File: src/rtl/lsu_ctrl_if.sv
// -----------------------------------------------------------------------------
// lsu_ctrl_if
// Bundles the two buses of the load/store controller:
//   - core side:   req_valid/req_ready/req_we/req_funct3/req_addr/req_wdata
//                  and the single-cycle response rsp_valid/rsp_rdata/rsp_err
//   - memory side: mem_req/mem_we/mem_addr/mem_be/mem_wdata, completed by
//                  mem_ack with mem_rdata valid in the same cycle
// Modports:
//   slave  - the controller's view (takes requests, drives the memory bus)
//   master - the environment's view (core + data memory)
// -----------------------------------------------------------------------------
interface lsu_ctrl_if #(
    parameter int ADDR_W = 32
);
    // Core request / response
    logic              req_valid;
    logic              req_ready;
    logic              req_we;
    logic [2:0]        req_funct3;
    logic [ADDR_W-1:0] req_addr;
    logic [31:0]       req_wdata;
    logic              rsp_valid;
    logic [31:0]       rsp_rdata;
    logic              rsp_err;

    // Data memory
    logic              mem_req;
    logic              mem_we;
    logic [ADDR_W-1:0] mem_addr;
    logic [3:0]        mem_be;
    logic [31:0]       mem_wdata;
    logic              mem_ack;
    logic [31:0]       mem_rdata;

    modport slave (
        input  req_valid, req_we, req_funct3, req_addr, req_wdata,
        input  mem_ack, mem_rdata,
        output req_ready, rsp_valid, rsp_rdata, rsp_err,
        output mem_req, mem_we, mem_addr, mem_be, mem_wdata
    );

    modport master (
        output req_valid, req_we, req_funct3, req_addr, req_wdata,
        output mem_ack, mem_rdata,
        input  req_ready, rsp_valid, rsp_rdata, rsp_err,
        input  mem_req, mem_we, mem_addr, mem_be, mem_wdata
    );
endinterface

File: src/rtl/lsu_ctrl.sv
// -----------------------------------------------------------------------------
// lsu_ctrl
// Load/store sequencer between the execute stage and a 32-bit word-addressed
// data memory. Takes one request at a time (RISC-V funct3 encodings), issues
// one word access, or two when a halfword/word straddles a word boundary,
// then returns a one-cycle response with merged and extended load data.
//
// Ports:
//   clk   - system clock, rising edge
//   rst   - asynchronous, active-low reset
//   bus   - lsu_ctrl_if.slave: core request/response and memory bus
//   busy  - high whenever the controller is not idle
// -----------------------------------------------------------------------------
module lsu_ctrl #(
    parameter int ADDR_W = 32,
    parameter int DATA_W = 32
) (
    input  logic       clk,
    input  logic       rst,
    lsu_ctrl_if.slave  bus,
    output logic       busy
);

    typedef enum logic [1:0] {
        IDLE = 2'd0,
        ACC0 = 2'd1,
        ACC1 = 2'd2,
        RESP = 2'd3
    } state_t;

    state_t              state_q, state_d;
    logic                we_q;
    logic                err_q;
    logic [2:0]          funct3_q;
    logic [ADDR_W-1:0]   addr_q;
    logic [DATA_W-1:0]   wdata_q;
    logic [DATA_W-1:0]   w0_q;
    logic [DATA_W-1:0]   w1_q;

    // Legal encodings: stores SB/SH/SW; loads LB/LH/LW/LBU/LHU.
    function automatic logic is_legal(input logic we, input logic [2:0] f3);
        if (we) return (f3 <= 3'b010);
        return (f3 inside {3'b000, 3'b001, 3'b010, 3'b100, 3'b101});
    endfunction

    // ---------------- lane / span arithmetic on the captured request --------
    logic [1:0]          off;
    logic [3:0]          size_mask;
    logic [7:0]          mask8;
    logic [2*DATA_W-1:0] data64;
    logic                spans;
    logic [ADDR_W-1:0]   word_addr;
    logic [DATA_W-1:0]   raw;
    logic [DATA_W-1:0]   load_data;

    assign off = addr_q[1:0];

    always_comb begin
        case (funct3_q[1:0])
            2'b00:   size_mask = 4'b0001;
            2'b01:   size_mask = 4'b0011;
            2'b10:   size_mask = 4'b1111;
            default: size_mask = 4'b0000;
        endcase
    end

    // Byte mask and data over an 8-byte window; the upper half belongs to
    // the second word, so any bit set there means the access spans.
    assign mask8     = {4'b0000, size_mask} << off;
    assign data64    = {{DATA_W{1'b0}}, wdata_q} << {off, 3'b000};
    assign spans     = |mask8[7:4];
    assign word_addr = {addr_q[ADDR_W-1:2], 2'b00};

    // w1 stays zero for non-spanning loads, so one shift covers both cases.
    assign raw = DATA_W'({w1_q, w0_q} >> {off, 3'b000});

    always_comb begin
        case (funct3_q)
            3'b000:  load_data = {{24{raw[7]}},  raw[7:0]};
            3'b001:  load_data = {{16{raw[15]}}, raw[15:0]};
            3'b100:  load_data = {24'h0, raw[7:0]};
            3'b101:  load_data = {16'h0, raw[15:0]};
            default: load_data = raw;
        endcase
    end

    // ---------------- state register and request capture -------------------
    // NOTE: sequential state uses non-blocking assignments so every register
    // samples the pre-edge values regardless of statement order.
    always_ff @(posedge clk or negedge rst) begin
        if (!rst) begin
            state_q  <= IDLE;
            we_q     <= 1'b0;
            err_q    <= 1'b0;
            funct3_q <= 3'b000;
            addr_q   <= '0;
            wdata_q  <= '0;
            w0_q     <= '0;
            w1_q     <= '0;
        end else begin
            state_q <= state_d;
            case (state_q)
                IDLE: begin
                    if (bus.req_valid) begin
                        we_q     <= bus.req_we;
                        funct3_q <= bus.req_funct3;
                        addr_q   <= bus.req_addr;
                        wdata_q  <= bus.req_wdata;
                        err_q    <= !is_legal(bus.req_we, bus.req_funct3);
                        w0_q     <= '0;
                        w1_q     <= '0;
                    end
                end
                ACC0:    if (bus.mem_ack) w0_q <= bus.mem_rdata;
                ACC1:    if (bus.mem_ack) w1_q <= bus.mem_rdata;
                default: ;
            endcase
        end
    end

    // ---------------- next state and outputs --------------------------------
    logic                req_ready;
    logic                rsp_valid;
    logic [DATA_W-1:0]   rsp_rdata;
    logic                rsp_err;
    logic                mem_req;
    logic                mem_we;
    logic [ADDR_W-1:0]   mem_addr;
    logic [3:0]          mem_be;
    logic [DATA_W-1:0]   mem_wdata;

    // NOTE: every signal gets a default before the case so no path through
    // the block leaves a value held, which would infer a latch.
    always_comb begin
        state_d   = state_q;
        req_ready = 1'b0;
        rsp_valid = 1'b0;
        rsp_rdata = '0;
        rsp_err   = 1'b0;
        mem_req   = 1'b0;
        mem_we    = 1'b0;
        mem_addr  = '0;
        mem_be    = 4'b0000;
        mem_wdata = '0;

        case (state_q)
            IDLE: begin
                req_ready = 1'b1;
                if (bus.req_valid) begin
                    state_d = is_legal(bus.req_we, bus.req_funct3) ? ACC0 : RESP;
                end
            end
            ACC0: begin
                mem_req   = 1'b1;
                mem_we    = we_q;
                mem_addr  = word_addr;
                mem_be    = we_q ? mask8[3:0] : 4'b1111;
                mem_wdata = we_q ? data64[DATA_W-1:0] : '0;
                if (bus.mem_ack) state_d = spans ? ACC1 : RESP;
            end
            ACC1: begin
                mem_req   = 1'b1;
                mem_we    = we_q;
                mem_addr  = word_addr + ADDR_W'(4);
                mem_be    = mask8[7:4];
                mem_wdata = we_q ? data64[2*DATA_W-1:DATA_W] : '0;
                if (bus.mem_ack) state_d = RESP;
            end
            RESP: begin
                rsp_valid = 1'b1;
                rsp_err   = err_q;
                rsp_rdata = (we_q || err_q) ? '0 : load_data;
                state_d   = IDLE;
            end
            default: state_d = IDLE;
        endcase
    end

    assign bus.req_ready = req_ready;
    assign bus.rsp_valid = rsp_valid;
    assign bus.rsp_rdata = rsp_rdata;
    assign bus.rsp_err   = rsp_err;
    assign bus.mem_req   = mem_req;
    assign bus.mem_we    = mem_we;
    assign bus.mem_addr  = mem_addr;
    assign bus.mem_be    = mem_be;
    assign bus.mem_wdata = mem_wdata;
    assign busy          = (state_q != IDLE);

endmodule

File: src/flat_wrapper.sv
// flat-port wrapper written by rule: the top's interface ports become plain ports
module lsu_ctrl_flat 
#(
    parameter int ADDR_W = 32,
    parameter int DATA_W = 32
)
  (clk, rst, busy, bus_req_valid, bus_req_we, bus_req_funct3, bus_req_addr, bus_req_wdata, bus_mem_ack, bus_mem_rdata, bus_req_ready, bus_rsp_valid, bus_rsp_rdata, bus_rsp_err, bus_mem_req, bus_mem_we, bus_mem_addr, bus_mem_be, bus_mem_wdata);
  lsu_ctrl_if #(.ADDR_W(ADDR_W)) bus_i ();
  input  logic clk;
  input  logic rst;
  output logic busy;
  input wire logic [$bits(bus_i.req_valid)-1:0] bus_req_valid;
  input wire logic [$bits(bus_i.req_we)-1:0] bus_req_we;
  input wire logic [$bits(bus_i.req_funct3)-1:0] bus_req_funct3;
  input wire logic [$bits(bus_i.req_addr)-1:0] bus_req_addr;
  input wire logic [$bits(bus_i.req_wdata)-1:0] bus_req_wdata;
  input wire logic [$bits(bus_i.mem_ack)-1:0] bus_mem_ack;
  input wire logic [$bits(bus_i.mem_rdata)-1:0] bus_mem_rdata;
  output wire logic [$bits(bus_i.req_ready)-1:0] bus_req_ready;
  output wire logic [$bits(bus_i.rsp_valid)-1:0] bus_rsp_valid;
  output wire logic [$bits(bus_i.rsp_rdata)-1:0] bus_rsp_rdata;
  output wire logic [$bits(bus_i.rsp_err)-1:0] bus_rsp_err;
  output wire logic [$bits(bus_i.mem_req)-1:0] bus_mem_req;
  output wire logic [$bits(bus_i.mem_we)-1:0] bus_mem_we;
  output wire logic [$bits(bus_i.mem_addr)-1:0] bus_mem_addr;
  output wire logic [$bits(bus_i.mem_be)-1:0] bus_mem_be;
  output wire logic [$bits(bus_i.mem_wdata)-1:0] bus_mem_wdata;
  assign bus_i.req_valid = bus_req_valid;
  assign bus_i.req_we = bus_req_we;
  assign bus_i.req_funct3 = bus_req_funct3;
  assign bus_i.req_addr = bus_req_addr;
  assign bus_i.req_wdata = bus_req_wdata;
  assign bus_i.mem_ack = bus_mem_ack;
  assign bus_i.mem_rdata = bus_mem_rdata;
  assign bus_req_ready = bus_i.req_ready;
  assign bus_rsp_valid = bus_i.rsp_valid;
  assign bus_rsp_rdata = bus_i.rsp_rdata;
  assign bus_rsp_err = bus_i.rsp_err;
  assign bus_mem_req = bus_i.mem_req;
  assign bus_mem_we = bus_i.mem_we;
  assign bus_mem_addr = bus_i.mem_addr;
  assign bus_mem_be = bus_i.mem_be;
  assign bus_mem_wdata = bus_i.mem_wdata;
  lsu_ctrl #(.ADDR_W(ADDR_W), .DATA_W(DATA_W)) u_core (.clk(clk), .rst(rst), .bus(bus_i), .busy(busy));
endmodule
File: config.mk
export PLATFORM = sky130hd
export DESIGN_NAME = lsu_ctrl_flat
export DESIGN_NICKNAME = d
export VERILOG_FILES = /design/src/rtl/lsu_ctrl_if.sv /design/src/rtl/lsu_ctrl.sv /design/src/flat_wrapper.sv
export SDC_FILE = /design/constraint.sdc
export NUM_CORES = 1
export LEC_CHECK = 0
export BUFFER_PORTS_ARGS = -buffer_cell sky130_fd_sc_hd__buf_4
export CORE_UTILIZATION = 58
export DETAILED_ROUTE_END_ITERATION = 12
export PLACE_DENSITY = 0.89
export SYNTH_ARGS = -nofsm -noshare
export SYNTH_HDL_FRONTEND = slang
export SYNTH_SLANG_ARGS = --single-unit
File: constraint.sdc
create_clock -name clk -period 3.5 [get_ports clk]
set_input_delay 0 -clock clk [delete_from_list [all_inputs] [get_ports clk]]
set_output_delay 0 -clock clk [all_outputs]
set_load 0.01 [all_outputs]
# ---- Word-level counts from Yosys, hierarchy flattened
# Cells that the tools add are included.
dict set report word_totals {
  in_bits 104
  word_cells 76
  regBits 135
}
dict set report classes {
  reduce_logical 16
  add_sub_neg 1
  n_eq_ne 15
  mux 32
  n_shift 3
  magnitude_cmp 1
}
# operator n
set op_table {}
lappend op_table {{case mux 32 bit (2 select lines)} 4}
lappend op_table {{two-way mux 32 bit} 6}
lappend op_table {{case mux 32 bit (4 select lines)} 1}
lappend op_table {{<< shifter 32 x 5 -> 64 bit} 1}
lappend op_table {{right shift 64 x 5 -> 32 bit} 1}
lappend op_table {{adder 32 x 3 -> 32 bit, second input constant} 1}
lappend op_table {{two-way mux 1 bit} 13}
lappend op_table {{== test 3 bit, second input constant} 4}
lappend op_table {{case mux 4 bit (3 select lines)} 1}
lappend op_table {{AND reduction 3 bit} 3}
lappend op_table {{two-way mux 2 bit} 4}
lappend op_table {{case mux 2 bit (4 select lines)} 1}
lappend op_table {{case mux 4 bit (2 select lines)} 1}
lappend op_table {{<< shifter 4 x 2 -> 8 bit} 1}
lappend op_table {{== test 2 bit, second input constant} 3}
lappend op_table {{== test 3 x 1 -> 1 bit, second input constant} 2}
lappend op_table {{logical NOT 3 bit} 2}
lappend op_table {{inequality test 2 bit, second input constant} 3}
lappend op_table {{nonzero test 2 bit} 3}
lappend op_table {{nonzero test 5 bit} 1}
lappend op_table {{== test 2 x 1 -> 1 bit, second input constant} 2}
lappend op_table {{logical NOT 2 bit} 2}
lappend op_table {{two-way mux 4 bit} 1}
lappend op_table {{OR reduction 4 bit} 1}
lappend op_table {{6 further kinds} 6}

# ---- Depth between registers and ports, before layout
# Gate-level depths: netlist (run 1).
dict set report logic_depth {
  ltp_word 9
  mapped_depth 8
  depth_no_buf 6
}

# ---- Worst setup path before layout (run 1)
# OpenSTA, ideal clock, no wires.
dict set report synth_path {
  path_kind {register to output}
  from {reg u_core.state_q[0]}
  to {out bus_mem_addr[7]}
  required_ns 3.500
  path_slack_ns 1.626
  path_stages_with_launch 9
  t_arrival_ns 1.874
  cell_sequence {dfrtp_1 inv_1 ha_1 buf_2 and2_1 buf_2 clkbuf_1 nand4_1 o21ai_0}
}
dict set report synth_via {
  elab_chain_len 2
}
# element line
set synth_lines {}
lappend synth_lines {{from (decl)} lsu_ctrl.sv:31} ;# state_t state_q, state_d;
lappend synth_lines {{from (signal assigned)} lsu_ctrl.sv:101} ;# state_q <= state_d;
lappend synth_lines {{== test 2 bit or == test 2 x 1 -> 1 bit (tied branches)} lsu_ctrl.sv:146} ;# case (state_q)
lappend synth_lines {{case mux 32 bit (2 select lines) *} lsu_ctrl.sv:146}
lappend synth_lines {{to (decl)} flat_wrapper.sv:25} ;# output wire logic [$bits(bus_i.mem_addr)-1:0] bus_mem_addr;
# Every way passes the cells marked *; elsewhere a longest branch is shown, timed or not.

# ---- Worst setup path after layout (run 1)
dict set report layout_path {
  from {reg u_core.state_q[0]}
  to {out bus_mem_addr[16]}
}
# The elaborated chain is that of the path after synthesis.

==> results of run 1 <==
## flip-flops by register name (all words and copies together), names as in the netlist
| signal | cells |
|---|---|
| u_core.w0_q | 32 |
| u_core.addr_q | 32 |
| u_core.wdata_q | 32 |
| u_core.w1_q | 24 |
| u_core.we_q | 1 |
| u_core.err_q | 1 |
| u_core.funct3_q | 3 |
| u_core.state_q | 2 |
## cell usage in the layout (no fill, tap or decap), types with 19 or more instances in the layout
cell	n
nor2_1	47
a22oi_1	19
buf_4	215
a31oi_1	20
a21oi_1	31
nand2_1	55
mux2_2	103
dfrtp_1	125
a22o_1	59
o21ai_0	33
dlygate4sd3_1	101
mux2i_1	39
## worst max path at each step
stage                      startpoint  cells past startpoint  slack [ps]          endpoint
floorplan           u_core.state_q[0]                      8        1630   bus_mem_addr[7]
global placement    u_core.state_q[0]                      6        1220  bus_mem_addr[16]
detailed placement  u_core.state_q[0]                      6        1150  bus_mem_addr[16]
CTS                 u_core.state_q[0]                      6         630  bus_mem_addr[16]
global route        u_core.state_q[0]                      6         370  bus_mem_addr[15]
finish              u_core.state_q[0]                      6         460  bus_mem_addr[16]
## cell usage after synthesis, drive strengths merged, types with 2 or more instances
library cell	number
a211o	3
a21boi	2
a21o	4
a21oi	31
a22o	59
a22oi	19
a2bb2oi	2
a31o	3
a31oi	20
a32oi	2
and2	8
and3	8
and4	5
buf	47
clkbuf	24
dfrtp	127
ha	9
inv	10
mux2	103
mux2i	39
mux4	2
nand2	58
nand2b	8
nand3	15
nand4	15
nor2	47
nor2b	10
nor3	13
nor4	4
o211ai	9
o21a	6
o21ai	50
o22a	6
o311ai	2
o31ai	7
o41a	2
o41ai	2
or2	8
## what timing repair did
action                                  4_1_cts  5_1_grt
hold buffers                                101        0
endpoints found under the hold margin       198        0
endpoints found under the setup margin        0        0
buffers inserted                              0        0
## worst register-to-register path, stage by stage (launching register included)
cell,delay (ps)
dfrtp_1,400
inv_1,110
ha_1,330
nand2_2,390
buf_12,360
mux2_2,410
## per-layer routing
layer  routed length [um]  global-route usage, %
met4                  984                   16.3
met1                10100                   46.1
met3                 2320                   8.46
met2                12700                   61.1
met5                    0                      0
## cell type report
type	instances	area share, %
Sequential cell	127	28.5
Multi-Input combinational cell	590	39.8
Timing Repair Buffer	318	23.9
Clock inverter	8	1.16
Clock buffer	23	4.29
Inverter	10	0.337
Tap cell	176	1.97
## stage by stage
step / worst slack [ps] / area (um^2) / util [%] / hold WS [ps] / total power, mW
after floorplan: 1630 / 8040 / - / -296 / 6.56
after global placement: 1220 / 9530 / 71.1 / 194 / 7.95
after detailed placement: 1150 / 9530 / 71.1 / 187 / 8.13
after CTS: 632 / 11200 / 83.2 / 91.8 / 10.1
after global routing: 372 / 11200 / 83.2 / 143 / 10.9
final: 456 / 11200 / 83.2 / 121 / 10.4
## cell families after synthesis
kind of cell,count (synthesis)
AOI/OAI and AO/OA,232
xor gates and xnor gates,1
adders and majority gates,9
buffers and inverters,81
DFF,127
muxes,144
other,1
and+or+nand+nor,202
## power by group through the flow
stage	sequential, mW	clock, mW	combinational (mW)
floorplan	2.65	0	3.91
global placement	3.05	0	4.90
detailed placement	3.10	0	5.03
CTS	3.11	1.84	5.18
global route	3.27	1.93	5.73
finish	3.19	1.84	5.36
==> results.md, run 1 <==
* CP Max Fanout at 27
* Worst Hold Depth at 4
* CTS H-Tree Depth at 4
* Cell Area, Synth at 8030 um^2
* Final Cycle Share at 87.0%
* Max cap viols at 0
* Clock Root Buffer: clkbuf_16
* Row Count at 42
* Ant diodes at 0
* Fmax at 329 MHz
* Synthesized area per cell at 10.1 um^2
* Logic pwr share at 51.6%
* Leak at 5.07 nW
* Clock Pin Slew Worst Setup and Hold Paths at 60 ps
* Simple logic cell fraction of the synthesized area at 13.1%
* CP Class: reg2out
* Gr ovfl total at 0
* Initial Util at 59.9%
* Switching power at 4.46 mW
* CP Capture Type: primary output
* CP peak stage delay at 850 ps
* Die Y at 120 um
* Clk sink count at 127
* Asr flop ratio synth at 100%
* Main synth FF type: dfrtp_1
* CP top delay family: simple AND/OR/NAND/NOR gates
* Number of synthesized flops with an enable pin at 0
* CP bufs+invs at 2
* Worst Tran Pin Value at 972 ps
* Clock share of power at 17.7%
* GP Congestion at 0.927
* R2R cell count at 5
* Tmin final at 3040 ps
* FF+latch count, synth at 127
* Average routed wire per standard cell at 20.8 um
* Flop pwr share at 30.7%
* Layout cells sized above 1 at 35.1%
* RSZ-0062 raised after global routing: no
* Initial antenna violation count at 0
* Post-synthesis mux area share at 19.9%
* Final Hold Viols at 0
* Largest family of logic cells by synthesized area: compound AO/OA/AOI/OAI gates
* Worst vdd ir at 0.631 mV
* DR DRC count at 0
* Die area at 14300 um^2
* Sw frac at 42.9%
* PortBufs at 207
* Worst-path cell chain: inv_1, ha_1, and2_1, o21ai_0, a31oi_1, buf_4
* Status: complete, no violations
* Total GRT Usage at 36.9%
* Worst min-delay path class: in2reg
* Total wire length at 26100 um
* Cell taking the most area after synthesis: dfrtp_1
* Syn. warnings at 0
* Internal at 5.93 mW
* Compound-Gate Fraction of Synth Area at 20.7%
* Worst Skew at 8.62 ps
* Top-area cell type share of the netlist area at 39.6%
* Routed vias at 8050
* Layout area overhead at 38.8%
* Hold Crit Start: bus_mem_ack
* Clock latency on the worst-skew pair at 420 ps
* Global-route wire length before repair at 41100 um
* Multi-input gate area at 4440 um^2
* Required time of the critical path at 3500 ps
* Gate Count Post-Synth at 797
* Endpoints failing setup at 0
* Critical Path Source Type: register
* Synth Area in Adders at 1.40%
* R2R Path Start: u_core.state_q[0]
* Rel. slew slack at 35.2%
* R2r endpoint: u_core.addr_q[15]
* CTS tree: yes
* Die X at 120 um
* CTS Buffer Depth at 2
* Post-route ant nets at 0
* Pwr Density at 932 nW/um^2
* Largest net degree at the start of global routing at 76
* Number of global-route vias before repair at 7845
* Clock buffer count from CTS at 17
* Top-Level Pins at 210
* Number of fill cells in the layout at 737
* Register area at 3180 um^2
* Initial DRT Pass Iterations at 9
* Placed cells at 1120
* Distinct cells, synth at 66
* Arr. time, crit path at 3040 ps
* Pins Over Slew Limit at 0
* Vias per cell at 6.43
* Final Non-Filler Cells at 1252
* Core ar. at 13400 um^2
* Synth top area cells: dfrtp_1 40%, mux2_2 14%, a22o_1 6.4%
* Worst path slowest cell: and2_1
* Worst hold endpoint: u_core.state_q[1]
* Reg2Reg Setup Slack at 1380 ps
* TNS Setup at 0 ps
* DPL Wire Length at 15800 um
* Register area share after synthesis at 39.6%
* Post-CTS sizing at 0
* Xor/xnor share of the synthesized area at 0.109%
* Nets at 1177
* Initial DRC Count at 1029
Note: power is estimated with default switching activity, not from simulation.
==> run 2, diff against run 1 <==
--- a/config.mk
+++ b/config.mk
@@ -5,10 +5,10 @@
 export SDC_FILE = /design/constraint.sdc
 export NUM_CORES = 1
 export LEC_CHECK = 0
-export BUFFER_PORTS_ARGS = -buffer_cell sky130_fd_sc_hd__buf_4
-export CORE_UTILIZATION = 58
+export BUFFER_PORTS_ARGS = -buffer_cell sky130_fd_sc_hd__buf_2
+export CORE_UTILIZATION = 56
 export DETAILED_ROUTE_END_ITERATION = 12
-export PLACE_DENSITY = 0.89
+export PLACE_DENSITY = 0.84
 export SYNTH_ARGS = -nofsm -noshare
 export SYNTH_HDL_FRONTEND = slang
 export SYNTH_SLANG_ARGS = --single-unit
==> results.md, run 2 (synthesis results as in run 1) <==
* Worst-path cell chain: inv_1, ha_1, and2_1, nand2_1, a31o_2, nand3_1, buf_2
* Post-route ant nets at 0
* Arr. time, crit path at 2960 ps
* Initial DRC Count at 882
* Top-Level Pins at 210
* Clock Root Buffer: clkbuf_16
* CP top delay family: simple AND/OR/NAND/NOR gates
* CP Capture Type: primary output
* Clock latency on the worst-skew pair at 420 ps
* Worst vdd ir at 0.546 mV
* Initial DRT Pass Iterations at 5
* Switching power at 4.32 mW
* Sw frac at 43.7%
* GP Congestion at 0.921
* Endpoints failing setup at 0
* Post-CTS sizing at 0
* CTS Buffer Depth at 2
* CP Max Fanout at 27
* Critical Path Source Type: register
* Tmin final at 2960 ps
* Hold Crit Start: bus_mem_ack
* Vias per cell at 6.14
* Status: complete, no violations
* Pins Over Slew Limit at 0
* DR DRC count at 0
* Final Hold Viols at 0
* Leak at 4.97 nW
* Most frequent cells in the layout: 206 x buf_2, 125 x dfrtp_1, 103 x mux2_2
* DPL Wire Length at 15200 um
* Rel. slew slack at 37.9%
* CTS tree: yes
* Worst slack, placed at 1130 ps
* Layout area overhead at 32.1%
* Fmax at 338 MHz
* R2R Path Start: u_core.state_q[1]
* Required time of the critical path at 3500 ps
* Total GRT Usage at 32.6%
* Row Count at 43
* Commonest non-fill, non-tap cell in the layout: buf_2
* Clock Pin Slew Worst Setup and Hold Paths at 60 ps
* Total wire length at 23800 um
* Setup ws final at 541 ps
* Internal at 5.55 mW
* Routed vias at 7722
* TNS Setup at 0 ps
* Gr ovfl total at 0
* Clk sink count at 127
* Average routed wire per standard cell at 18.9 um
* Global-route wire length before repair at 37400 um
* Nets at 1177
* CP Class: reg2out
* Die Y at 122 um
* PortBufs at 207
* Max cap viols at 0
* Largest net degree at the start of global routing at 75
* Worst Skew at 5.83 ps
* RSZ-0062 raised after global routing: no
* Initial antenna violation count at 1
* Flop pwr share at 32.3%
* Pwr Density at 930 nW/um^2
* Layout cells sized above 1 at 35.5%
* CP peak stage delay at 830 ps
* Regs by FF count: u_core.addr_q (32), u_core.w0_q (32), u_core.wdata_q (32)
* Die X at 122 um
* Worst path slowest cell: and2_1
* Worst Tran Pin Value at 931 ps
* Initial Util at 57.6%
* Worst min-delay path class: in2reg
* Clock share of power at 17.9%
* Core ar. at 13900 um^2
* Number of global-route vias before repair at 7285
* Logic pwr share at 49.8%
* Number of fill cells in the layout at 913
* Die area at 14800 um^2
* Clock buffer count from CTS at 17
* CP bufs+invs at 2
* Final Cycle Share at 84.6%
* Critical Path Start: u_core.state_q[0]
* CTS H-Tree Depth at 4
## run 2: cell count changes in the layout (fill, tap and decap cells not counted), sizes merged
cell,before,now
bufinv,3,2
clkbuf,23,17
clkinv,2,6
clkinvlp,1,2
diode,0,1
inv,12,15
## run 2: power groups by stage
stage / logic, mW / registers [mW] / clock network (mW)
finish: 4.92 / 3.19 / 1.76
global route: 5.32 / 3.30 / 1.85
CTS: 4.81 / 3.13 / 1.77
detailed placement: 4.70 / 3.14 / 0
global placement: 4.59 / 3.10 / 0
floorplan: 3.91 / 2.65 / 0
## run 2: final cells by class
type	instances	area [um^2]	area share (%)
multi-input combinational	590	4440	41.8
sequential	127	3180	30.0
timing repair buffer	318	2140	20.1
clock buffer	17	425	4.01
tap	180	225	2.12
clock inverter	15	160	1.51
inverter	10	37.5	0.354
antenna	1	2.50	0.0236
## run 2: metal layers
| metal | vias up | wire length (um) | GRT usage, % |
|---|---|---|---|
| li1 | 3508 | - | - |
| met1 | 3758 | 10200 | 43.8 |
| met2 | 396 | 11400 | 51.4 |
| met3 | 60 | 1550 | 6.65 |
| met4 | 0 | 707 | 13.4 |
| met5 | - | 0 | 0 |
## run 2: stage by stage
step / utilization [%] / instances / power, mW / area [um^2] / hold slack [ps]
after global placement: 64.7 / 1124 / 7.69 / 9010 / 188
after CTS: 76.1 / 1257 / 9.72 / 10600 / 68.4
after detailed placement: 64.7 / 1124 / 7.84 / 9010 / 183
after global routing: 76.1 / 1257 / 10.5 / 10600 / 120
final: 76.1 / 1258 / 9.87 / 10600 / 98.3
after floorplan: - / 798 / 6.56 / 8040 / -296
## run 2: final timing paths
check,to,slack (ps),depth (start not counted)
setup / recovery,bus_mem_addr[19],540,7
hold / removal,u_core.state_q[1],100,4
setup reg to reg,u_core.w0_q[2],1580,6
hold reg to reg,u_core.w1_q[12],510,1
max in group asynchronous,u_core.wdata_q[24],2410,3
min in group asynchronous,u_core.w0_q[13],260,2
## run 2: worst register-to-register path: cells and delay by family (launching register included)
family | cells | cell delay, ps
AOI/OAI and AO/OA | 2 | 330
adders and majority gates | 1 | 490
buffers and inverters | 2 | 510
DFF | 1 | 420
and+or+nand+nor | 1 | 110
## run 2: what timing repair did
action | CTS | global route
hold buffers | 101 | 0
setup buffers | 0 | 0
endpoints found under the hold margin | 197 | 0
==> run 3, diff against run 2 <==
--- a/config.mk
+++ b/config.mk
@@ -5,10 +5,11 @@
 export SDC_FILE = /design/constraint.sdc
 export NUM_CORES = 1
 export LEC_CHECK = 0
+export ABC_AREA = 1
 export BUFFER_PORTS_ARGS = -buffer_cell sky130_fd_sc_hd__buf_2
-export CORE_UTILIZATION = 56
+export CORE_UTILIZATION = 54
 export DETAILED_ROUTE_END_ITERATION = 12
-export PLACE_DENSITY = 0.84
+export PLACE_DENSITY = 0.81
 export SYNTH_ARGS = -nofsm -noshare
 export SYNTH_HDL_FRONTEND = slang
 export SYNTH_SLANG_ARGS = --single-unit
==> constraint.sdc (replaced) <==
create_clock -name clk -period 2.9 [get_ports clk]
set_input_delay 0 -clock clk [delete_from_list [all_inputs] [get_ports clk]]
set_output_delay 0 -clock clk [all_outputs]
set_load 0.01 [all_outputs]
==> results.md, run 3 <==
* Status: complete, no violations
* Post-CTS sizing at 0
* Hold-fix buffers, CTS at 101
* Critical Path Start: u_core.state_q[0]
* Global-route wire length before repair at 45200 um
* Worst path slowest cell: ha_1
* Initial DRT Pass Iterations at 6
* R2R Path Start: u_core.state_q[0]
* Switching power at 6.05 mW
* R2R cell count at 8
* Fmax at 364 MHz
* Worst Tran Pin Value at 889 ps
* Asr flop ratio synth at 100%
* Average routed wire per standard cell at 16.9 um
* Regs by FF count: u_core.addr_q (32), u_core.w0_q (32), u_core.wdata_q (32)
* Worst min-delay path class: in2reg
* Logic pwr share at 55.8%
* CP Capture Type: primary output
* Setup Buffers After CTS at 0
* Leak at 5.48 nW
* Synth top cells by count: 280 x nand2_1, 127 x a21oi_1, 127 x dfrtp_1
* Compound-Gate Fraction of Synth Area at 19.4%
* Distinct cells, synth at 40
* Top-count cell post-synth: nand2_1
* Top-Level Pins at 210
* CTS H-Tree Depth at 4
* Core ar. at 15100 um^2
* Post-route ant nets at 0
* Required time of the critical path at 2900 ps
* Nets at 1586
* Initial Util at 55.2%
* Initial DRC Count at 1025
* Final Cycle Share at 94.7%
* RSZ-0062 raised after global routing: no
* Initial antenna violation count at 0
* Cell Area, Synth at 8360 um^2
* Reg2Reg Setup Slack at 680 ps
* Worst vdd ir at 0.605 mV
* Critical Path Source Type: register
* Simple logic cell fraction of the synthesized area at 26.4%
* Tmin final at 2750 ps
* Row Count at 45
* Top-area cell type share of the netlist area at 38.0%
* Arr. time, crit path at 2750 ps
* Largest family of logic cells by synthesized area: simple AND/OR/NAND/NOR gates
* Most frequent cells in the layout: 279 x nand2_1, 206 x buf_2, 126 x a21oi_1, 126 x dfrtp_1, 125 x inv_1
* TNS Setup at 0 ps
* CP peak stage delay at 450 ps
* Clock Pin Slew Worst Setup and Hold Paths at 60 ps
* Synthesized area per cell at 6.97 um^2
* Xor/xnor share of the synthesized area at 0.105%
* Die Y at 126 um
* Hold Crit Start: bus_mem_ack
* DR DRC count at 0
* Worst Hold Depth at 5
* Total GRT Usage at 35.8%
* Cell taking the most area after synthesis: dfrtp_1
* Total chip power at 12.3 mW
* Endpoints failing setup at 0
* Sw frac at 49.4%
* Layout Utilization at 72.5%
* Worst hold endpoint: u_core.state_q[0]
* Worst-path cell chain: inv_1, ha_1, nand2_1, inv_2, nand2_1, nor3_1, buf_2
* Synth Area in Adders at 1.35%
* Clock buffer count from CTS at 17
* Syn. warnings at 0
* PortBufs at 207
* Number of synthesized flops with an enable pin at 0
* Vias per cell at 5.79
* Worst Skew at 7.32 ps
* Layout area overhead at 31.4%
* Clock latency on the worst-skew pair at 420 ps
* Layout cells sized above 1 at 21.3%
* Largest net degree at the start of global routing at 86
* Pwr Density at 1120 nW/um^2
* DPL Wire Length at 18400 um
* Rel. slew slack at 40.7%
* CP Max Fanout at 9
* Die X at 126 um
* Clock Root Buffer: clkbuf_16
* GP Congestion at 0.978
* Routed vias at 9686
* Die area at 16000 um^2
* Pins Over Slew Limit at 0
* Clock share of power at 17.1%
* Gate Count Post-Synth at 1199
* Internal at 6.20 mW
* CP bufs+invs at 3
* Final Hold Viols at 0
* Gr ovfl total at 0
* Synth top area cells: dfrtp_1 38%, nand2_1 13%, a21oi_1 7.6%
* Register area share after synthesis at 38.0%
* CTS tree: yes
* FF+latch count, synth at 127
* Flop pwr share at 27.1%
* R2r endpoint: u_core.w1_q[6]
* Max cap viols at 0
* CP top delay family: simple AND/OR/NAND/NOR gates
* Crit path top cell by count: nand2_1
* Post-synthesis mux area share at 3.91%
* Ant diodes at 0
* Clk sink count at 127
* Total wire length at 28200 um
* Commonest non-fill, non-tap cell in the layout: nand2_1
* CP Class: reg2out
* Number of global-route vias before repair at 9029
* Main synth FF type: dfrtp_1
* CTS Buffer Depth at 2
## run 3: cell types whose count changed in the layout (fill, tap and decap cells not counted), moves of 17 or more
cell,previous run,this run
o21ai_1,7,32
mux2i_1,39,0
nand2_1,55,279
a22oi_1,19,2
inv_1,9,125
mux2_2,103,29
a21oi_1,31,126
a22o_1,59,1
o21ai_0,33,102
nand3_1,14,81
nor2_1,47,122
## run 3: cells by family after synthesis
logic type      count (synthesis)
xor+xnor                        1
compound gates                302
buf+inv                       204
other cells                     1
mux                            29
flops                         127
simple gates                  526
fa+ha+maj                       9
## run 3: routing by layer
layer  vias up  track usage (%)  share of wire [%]
met5         -                0                  0
met4         0             15.3                3.6
met3        98             7.76                9.8
met2       624             59.8                 48
met1      4490             44.9                 39
li1       4474                -                  -
## run 3: tightest hold or removal path: stages
cell and delay, ps:
buf_2 90, nor2_1 60, nor2_1 210, nand2_1 80
nand2_1 60
## run 3: worst max-delay path by stage
stage,endpoint,cells after the start
after floorplan,u_core.w0_q[12],9
after global placement,bus_mem_addr[27],8
after detailed placement,bus_mem_wdata[27],7
after CTS,bus_mem_wdata[27],7
after global routing,bus_rsp_rdata[9],6
final,bus_mem_wdata[27],7
## run 3: power by group through the flow
| stage | sequential (mW) | clock [mW] | combinational, mW |
|---|---|---|---|
| floorplan | 3.03 | 0 | 4.88 |
| global placement | 3.27 | 0 | 6.39 |
| detailed placement | 3.29 | 0 | 6.48 |
| CTS | 3.28 | 2.10 | 6.65 |
| global route | 3.41 | 2.19 | 7.52 |
| finish | 3.32 | 2.10 | 6.84 |
## run 3: final cells by class
class	instances	area, um^2
Clock buffer	25	485
Clock inverter	6	82.6
Fill cell	1194	4170
Inverter	133	499
Multi-Input combinational cell	869	4290
Sequential cell	127	3180
Tap cell	188	235
Timing Repair Buffer	325	2200
## run 3: stage by stage
stage,hold slack [ps],std cells,cell area [um^2],setup WS [ps]
floorplan,-296,1200,8360,1230
global placement,107,1541,9400,755
detailed placement,106,1541,9400,653
CTS,105,1673,11000,220
global route,203,1673,11000,56.0
finish,112,1673,11000,155
